[src/rtl/pwm_pkg.sv]
// Shared constants, types and helpers for the PWM peripheral.
package pwm_pkg;

  localparam int unsigned PWM_CNT_W       = 8;
  localparam int unsigned PRESC_W         = 16;
  localparam int unsigned OUT_W           = 16;
  localparam int unsigned CLK_DIV_DEFAULT = 333;

  typedef logic [PWM_CNT_W-1:0] pwm_cnt_t;

  localparam pwm_cnt_t PWM_DUTY_FULL = 8'hFF;
  localparam pwm_cnt_t PWM_CNT_MAX   = 8'hFF;

  // Per-pin configuration as seen by the output stage.
  typedef struct packed {
    logic [OUT_W-1:0] en_out;
    logic [OUT_W-1:0] en_pwm;
  } pwm_cfg_t;

  // Full-scale duty is forced high so 0xFF never drops for the cnt==255 slot.
  function automatic logic pwm_level_f(input pwm_cnt_t cnt, input pwm_cnt_t duty);
    return (duty == PWM_DUTY_FULL) ? 1'b1 : (cnt < duty);
  endfunction

endpackage

[src/rtl/pwm_timebase.sv]
// Prescaler plus 8-bit period counter for the PWM peripheral.
// Ports:
//   clk, rst_n : clock, async active-low reset
//   tick       : high while the prescaler sits at CLK_DIV-1
//   pwm_cnt    : period counter, advances on tick, wraps 255 -> 0
//   wrap       : high while tick is high and pwm_cnt == 255 (next edge wraps)
module pwm_timebase
  import pwm_pkg::*;
#(
  parameter int unsigned CLK_DIV = CLK_DIV_DEFAULT
) (
  input  logic     clk,
  input  logic     rst_n,
  output logic     tick,
  output pwm_cnt_t pwm_cnt,
  output logic     wrap
);

  localparam logic [PRESC_W-1:0] PRESC_MAX = PRESC_W'(CLK_DIV - 1);

  logic [PRESC_W-1:0] presc_q;
  logic [PRESC_W-1:0] presc_nxt;
  pwm_cnt_t           cnt_nxt;
  logic               tick_nxt;
  logic               wrap_nxt;

  // tick and wrap are precomputed from next-state so they come out of flops.
  always_comb begin
    presc_nxt = presc_q + 1'b1;
    cnt_nxt   = pwm_cnt;
    if (presc_q == PRESC_MAX) begin
      presc_nxt = '0;
      cnt_nxt   = pwm_cnt + 1'b1;
    end
    tick_nxt = (presc_nxt == PRESC_MAX);
    wrap_nxt = tick_nxt && (cnt_nxt == PWM_CNT_MAX);
  end

  always_ff @(posedge clk or negedge rst_n) begin
    if (!rst_n) begin
      presc_q <= '0;
      pwm_cnt <= '0;
      tick    <= 1'b0;
      wrap    <= 1'b0;
    end else begin
      presc_q <= presc_nxt;
      pwm_cnt <= cnt_nxt;
      tick    <= tick_nxt;
      wrap    <= wrap_nxt;
    end
  end

endmodule

[src/rtl/pwm_peripheral.sv]
// 16-pin PWM/static output peripheral with a shared duty cycle.
// Optional macro PWM_SHADOW_DUTY_EN: duty is latched only at period wrap,
// so a duty change takes effect at the next period start. Default build
// uses the duty input directly.
// Ports:
//   clk, rst_n              : clock, async active-low reset
//   en_reg_out_7_0/15_8     : per-pin output enable
//   en_reg_pwm_7_0/15_8     : per-pin PWM-mode select (else static high)
//   pwm_duty_cycle          : requested duty shared by all PWM pins
//   out                     : registered pin drive
//   period_start            : one-clk pulse after each period wrap
module pwm_peripheral
  import pwm_pkg::*;
#(
  parameter int unsigned CLK_DIV = CLK_DIV_DEFAULT
) (
  input  logic                 clk,
  input  logic                 rst_n,
  input  logic [7:0]           en_reg_out_7_0,
  input  logic [7:0]           en_reg_out_15_8,
  input  logic [7:0]           en_reg_pwm_7_0,
  input  logic [7:0]           en_reg_pwm_15_8,
  input  logic [PWM_CNT_W-1:0] pwm_duty_cycle,
  output logic [OUT_W-1:0]     out,
  output logic                 period_start
);

  logic       tick;
  logic       wrap;
  pwm_cnt_t   pwm_cnt;
  pwm_cnt_t   duty_active;
  logic       pwm_level;
  logic       wrap_edge;
  pwm_cfg_t   cfg;
  logic [OUT_W-1:0] out_nxt;

  pwm_timebase #(
    .CLK_DIV (CLK_DIV)
  ) u_timebase (
    .clk     (clk),
    .rst_n   (rst_n),
    .tick    (tick),
    .pwm_cnt (pwm_cnt),
    .wrap    (wrap)
  );

  // Edge on which pwm_cnt rolls 255 -> 0.
  assign wrap_edge = tick && wrap;

`ifdef PWM_SHADOW_DUTY_EN
  pwm_cnt_t duty_q;

  // Shadow duty: reload only at the period boundary.
  always_ff @(posedge clk or negedge rst_n) begin
    if (!rst_n) begin
      duty_q <= '0;
    end else if (wrap_edge) begin
      duty_q <= pwm_duty_cycle;
    end
  end

  assign duty_active = duty_q;
`else
  assign duty_active = pwm_duty_cycle;
`endif

  assign pwm_level = pwm_level_f(pwm_cnt, duty_active);

  assign cfg.en_out = {en_reg_out_15_8, en_reg_out_7_0};
  assign cfg.en_pwm = {en_reg_pwm_15_8, en_reg_pwm_7_0};

  // Per-pin mux: disabled -> 0, PWM mode -> level, static mode -> 1.
  always_comb begin
    out_nxt = '0;
    for (int i = 0; i < int'(OUT_W); i++) begin
      if (cfg.en_out[i]) begin
        out_nxt[i] = cfg.en_pwm[i] ? pwm_level : 1'b1;
      end
    end
  end

  always_ff @(posedge clk or negedge rst_n) begin
    if (!rst_n) begin
      out          <= '0;
      period_start <= 1'b0;
    end else begin
      out          <= out_nxt;
      period_start <= wrap_edge;
    end
  end

endmodule

[config.mk]
export PLATFORM = sky130hd
export DESIGN_NAME = pwm_peripheral
export DESIGN_NICKNAME = d
export VERILOG_FILES = /design/src/rtl/pwm_pkg.sv /design/src/rtl/pwm_timebase.sv /design/src/rtl/pwm_peripheral.sv
export SDC_FILE = /design/constraint.sdc
export NUM_CORES = 1
export LEC_CHECK = 0
export ABC_AREA = 0
export BUFFER_PORTS_ARGS = -buffer_cell sky130_fd_sc_hd__buf_2
export CORE_MARGIN = 5
export CORE_UTILIZATION = 23
export DETAILED_ROUTE_END_ITERATION = 8
export PLACE_DENSITY_LB_ADDON = 0.1
export SLEW_MARGIN = 25
export SYNTH_ARGS = -nofsm -noshare
export SYNTH_HDL_FRONTEND = slang
export SYNTH_HIERARCHICAL = 1
export SYNTH_SLANG_ARGS = --single-unit
[constraint.sdc]
create_clock -name clk -period 2.1 [get_ports clk]
set_input_delay 0.525 -clock clk [delete_from_list [all_inputs] [get_ports clk]]
set_output_delay 0.525 -clock clk [all_outputs]
set_load 0.02 [all_outputs]
-- Word level (Yosys, flattened, before mapping)
Index checks and enable logic that the tools add are counted.
- flip-flop bits (word level): 43
- input port bits: 42
- logic and storage cells: 50
- add/subtract/negate cells: 2
- order comparisons: 1
- equal/unequal tests: 4
- multiplexer cells: 35
- reductions and logical operators: 2
- operators by type and width (operator ; count):
    $mux W1 ; 33
    $eq A16 B9 Y1 const B ; 2
    $add A16 B1 Y16 const B ; 1
    $eq A8 B8 Y1 const B ; 2
    $mux W16 ; 1
    $add A8 B1 Y8 const B ; 1
    $lt A8 B8 Y1 ; 1
    $mux W8 ; 1
    $logic_and A1 B1 Y1 ; 2

-- Depth between registers and ports, before layout
- word-level depth: 4
- depth in mapped cells: 8
- depth with buffers taken out: 7

-- Hierarchy
Netlist, hierarchy kept.
- by module, submodules not included (module ; instances ; cells each ; area an instance (um^2)):
    pwm_timebase ; 1 ; 147 ; 1515.2
    pwm_peripheral ; 1 ; 62 ; 847.1

-- Worst setup path before layout
No wires, ideal clock.
- kind: reg2reg
- start: register u_timebase.presc_q[0]
- end: register u_timebase.wrap
- library setup time: 98 ps
- data arrival time: 1802 ps
- setup slack: 200 ps
- cell stages (with the launch flop): 9
- path buffers: 1
- clock period less this slack: 1900 ps
- path through: dfrtp_1 -> ha_1 -> and3_1 -> buf_2 -> nor3_2 -> a31oi_1 -> nor4_2 -> o2111ai_2 -> nor4bb_2
- word-level cells in the longest chain between the ends: 4
- elaborated cells on any way between the ends: 7
- classes of those cells: 1 x add/sub; 3 x eq/ne; 2 x mux; 1 x reduce/logical
- RTL lines (what ; line ; source):
    start: declaration ; pwm_timebase.sv:21 ; logic [PRESC_W-1:0] presc_q;
    start signal: assignment ; pwm_timebase.sv:46 ; presc_q <= presc_nxt;
    $add A16 B1 Y16 / $eq A16 B9 Y1 (equally long branches) ; pwm_timebase.sv:29, pwm_timebase.sv:31 ;
    $mux W16 / $mux W8 (equally long branches) ; pwm_timebase.sv:31 ; if (presc_q == PRESC_MAX) begin
    $eq A16 B9 Y1 / $eq A8 B8 Y1 (equally long branches) ; pwm_timebase.sv:35, pwm_timebase.sv:36 ;
    $logic_and A1 B1 Y1 (*) ; pwm_timebase.sv:36 ; wrap_nxt = tick_nxt && (cnt_nxt == PWM_CNT_MAX);
    net u_timebase.wrap_nxt ; pwm_timebase.sv:25 ; logic wrap_nxt;
    end signal: assignment ; pwm_timebase.sv:49 ; wrap <= wrap_nxt;
    end: declaration ; pwm_timebase.sv:16 ; output logic wrap
The timed path passes the listed nets; every way through them passes the cells marked *.

-- Worst setup path after layout
Ends and elaborated chain as after synthesis.

==> out/metrics.csv <==
metric,value,unit
finClkSkew,0.00324,ns
status,completed,
dieArea,12400,µm²
worst_path_max_delay_cell,sky130_fd_sc_hd__dfrtp_1,
tns,0,ns
cp-start-kind,flip-flop,
floorplan.die.height,111,µm
worst_hold_path_type,in -> async,
rsz0062_at_grt,false,
cts.path.max_buffers,2,
synth_largest_type_area_fraction,45.6,%
fmax_achieved,524,MHz
setup_viol,0,
final_hold_viol_count,0,
globalRouteOverflowTotal,0,
rr_endpoint,u_timebase/wrap$_DFF_PN0_,
place_congestion,0.715,
grt_antenna_before_repair,0,
floorplan.initialDensity,23.2,%
register_bit_total_from_synthesis,43,
postSynth.asyncResetShare,100,%
worst_r2r_startpoint,u_timebase/presc_q[0]$_DFF_PN0_,
cts-htree-levels,2,
avgRoutedWirePerCell,12.2,µm
number_of_global_route_vias_before_repair,1870,
numPlacedInstances,409,
firstDrtPassIters,4,
maxSlewViolCount,0,
yosys-top-cells-count,"sky130_fd_sc_hd__dfrtp_1, sky130_fd_sc_hd__nor2_1, sky130_fd_sc_hd__xnor2_1",
crit_chain,"ha_1, buf_4, and4_4, and2_1, nor3_1, o2111ai_2, nor4bb_2",
yosysMostFrequentCell,sky130_fd_sc_hd__dfrtp_1,
antenna_cells_inserted,0,
boundaryPins,59,
period_share,91.0,%
syn-mean-instance-area,11.3,µm²
final.min_clock_period,1.91,ns
max_slew_margin,62.2,%
timing.critical_path.required,2.30,ns
layout_overhead_on_the_synthesized_area,24.7,%
cp_data_arrival_time,2.11,ns
power_density,506,nW/µm²
clock_tree_from_tritoncts,done,
worst_r2r_path_depth,7,
syn-num-nets,261,
reg2reg_setup_slack,0.19,ns
synth_edf_count,0,
ys.flop_type,sky130_fd_sc_hd__dfrtp_1,
synth.yosys.warnings,6,
cts-root-buf,sky130_fd_sc_hd__clkbuf_8,
tightest_slew,0.568,ns
netlist-cell-type-count,49,
synthesis.area,2360,µm²
maxCapViolCount,0,
grt_max_degree,44,
floorplan.core_area,10200,µm²
wl,5100,µm
final_layout_size_suffix_gt1_share,36.7,%
fin_nets,332,
place_hpwl,3870,µm
post-cts-setup-buffer-count,0,
total_leakage_power,1.41,nW
grt_first_pass_wirelength,8950,µm
numClockSinks,43,
worstPathBufferInverterCount,1,
cell_class_contributing_the_biggest_share_of_worst_path_delay,simple AND/OR/NAND/NOR gates,
yosys.area.top_type,sky130_fd_sc_hd__dfrtp_1,
irDropWorstVdd,0.000246,V
post_synth_inst_count,209,
num_rows,37,
drt-initial-drc-count,60,
route.antenna.remaining_nets,0,
worstSetupPathType,reg -> reg,
post_layout_nonfiller_instances,417,
critical-path-max-stage-delay,0.42,ns
routed-via-count,1709,
clk_pin_slew_worst_setup_hold_paths,0.08,ns
chipWidth,111,µm
clock_buffer_count_from_cts,5,
fillers,1112,
worst_setup_path_end_kind,flip-flop,
ys_seq_area_share,45.6,%
clk_latency,0.29,ns
detail_route.vias_per_cell,4.10,
synth_area_leaders,"sky130_fd_sc_hd__dfrtp_1, sky130_fd_sc_hd__ha_1, sky130_fd_sc_hd__a21boi_2",
critPathMaxFanout,5,
drt_drc_violations_left,0,
grt_util_all_layers,8.77,%
count_of_port_buffers_added_during_placement,58,
==> cell type report <==
cell class	instances	area, µm²	area share (%)
clock buffer	7	76.3	2.59
clock inverter	1	5.00	0.170
inverter	10	37.5	1.27
multi-input combinational	149	1180	40.1
sequential	43	1080	36.5
tap	136	170	5.78
timing repair buffer	71	400	13.6
==> worst reg2reg max path, cell delays in order, from the launching register on <==
cell                        delay (ns)
sky130_fd_sc_hd__dfrtp_1          0.42
sky130_fd_sc_hd__ha_1             0.23
sky130_fd_sc_hd__buf_4            0.15
sky130_fd_sc_hd__and4_4           0.19
sky130_fd_sc_hd__and2_1           0.18
sky130_fd_sc_hd__nor3_1           0.17
sky130_fd_sc_hd__o2111ai_2        0.17
sky130_fd_sc_hd__nor4bb_2         0.30
==> cells by family (layout without fill, tap and decap cells) <==
family                     Yosys count  after routing  synth area share, %
adders and majority gates           10             10                 5.30
AOI/OAI and AO/OA                   35             35                 13.9
DFF                                 43             43                 45.6
muxes                                3              3                 1.38
xor gates and xnor gates            24             24                 9.22
buffers and inverters               17             89                 4.50
and+or+nand+nor                     77             77                 20.1
==> where the power goes <==
group	switching [mW]	internal, mW	total [mW]
Combinational	0.0701	0.0582	0.128
Sequential	0.00350	0.843	0.846
Clock	0.282	0.234	0.516
==> layer usage <==
layer	global-route usage, %	routed length [µm]	vias up
li1	-	-	869
met1	11.6	2420	785
met2	13.6	2220	51
met3	3.10	421	4
met4	2.43	42	0
met5	0	0	-
==> metrics by stage <==
step	setup WS (ns)	total power, mW	utilization, %	hold WS, ns	cell area (µm²)
2_1_floorplan	0.200	0.915	-	0.229	2360
3_3_place_gp	0.126	0.996	28.1	0.440	2860
3_5_place_dp	0.0921	0.997	28.1	0.439	2860
4_1_cts	0.0897	1.54	28.9	0.337	2950
5_1_grt	0.00763	1.57	28.9	0.367	2950
6_report	0.190	1.49	28.9	0.316	2950
==> state kept, by name, indices dropped and copies added, names as in the netlist <==
signal / count
period_start: 1
u_timebase/presc_q: 16
u_timebase/tick: 1
u_timebase/wrap: 1
u_timebase/pwm_cnt: 8
out: 16
==> placed cells by master (no fill, tap or decap), drive strengths merged, types with 2 or more instances in the layout <==
cell type / synthesis / layout
buf: 7 / 71
dfrtp: 43 / 43
a21boi: 16 / 16
nor2: 14 / 14
xnor2: 13 / 13
xor2: 11 / 11
nand2: 11 / 11
inv: 10 / 10
ha: 10 / 10
nand3: 10 / 10
nand4: 7 / 7
clkbuf: 0 / 7
and3: 7 / 7
and2: 6 / 6
a21oi: 5 / 5
nor3: 5 / 5
and4: 4 / 4
nor2b: 3 / 3
a31oi: 3 / 3
nor4: 3 / 3
and3b: 2 / 2
o21ai: 2 / 2
nand2b: 2 / 2
nor3b: 2 / 2
mux2: 2 / 2
==> worst max path at each step <==
| stage | cells after the start | slack, ns | start | to |
|---|---|---|---|---|
| after floorplan | 8 | 0.20 | u_timebase/presc_q[0]$_DFF_PN0_ | u_timebase/wrap$_DFF_PN0_ |
| after global placement | 8 | 0.13 | pwm_duty_cycle[5] | out[3]$_DFF_PN0_ |
| after detailed placement | 8 | 0.09 | pwm_duty_cycle[5] | out[1]$_DFF_PN0_ |
| after CTS | 7 | 0.09 | u_timebase/presc_q[0]$_DFF_PN0_ | u_timebase/wrap$_DFF_PN0_ |
| after global routing | 8 | 0.008 | u_timebase/presc_q[0]$_DFF_PN0_ | u_timebase/wrap$_DFF_PN0_ |
| final | 7 | 0.19 | u_timebase/presc_q[0]$_DFF_PN0_ | u_timebase/wrap$_DFF_PN0_ |
==> repair_timing <==
| item | in CTS | in global routing |
|---|---|---|
| hold buffers | 0 | 0 |
| endpoints found under the setup margin | 0 | 1 |
| gates resized for setup | 0 | 0 |
Note: power is estimated with default switching activity, not from simulation.
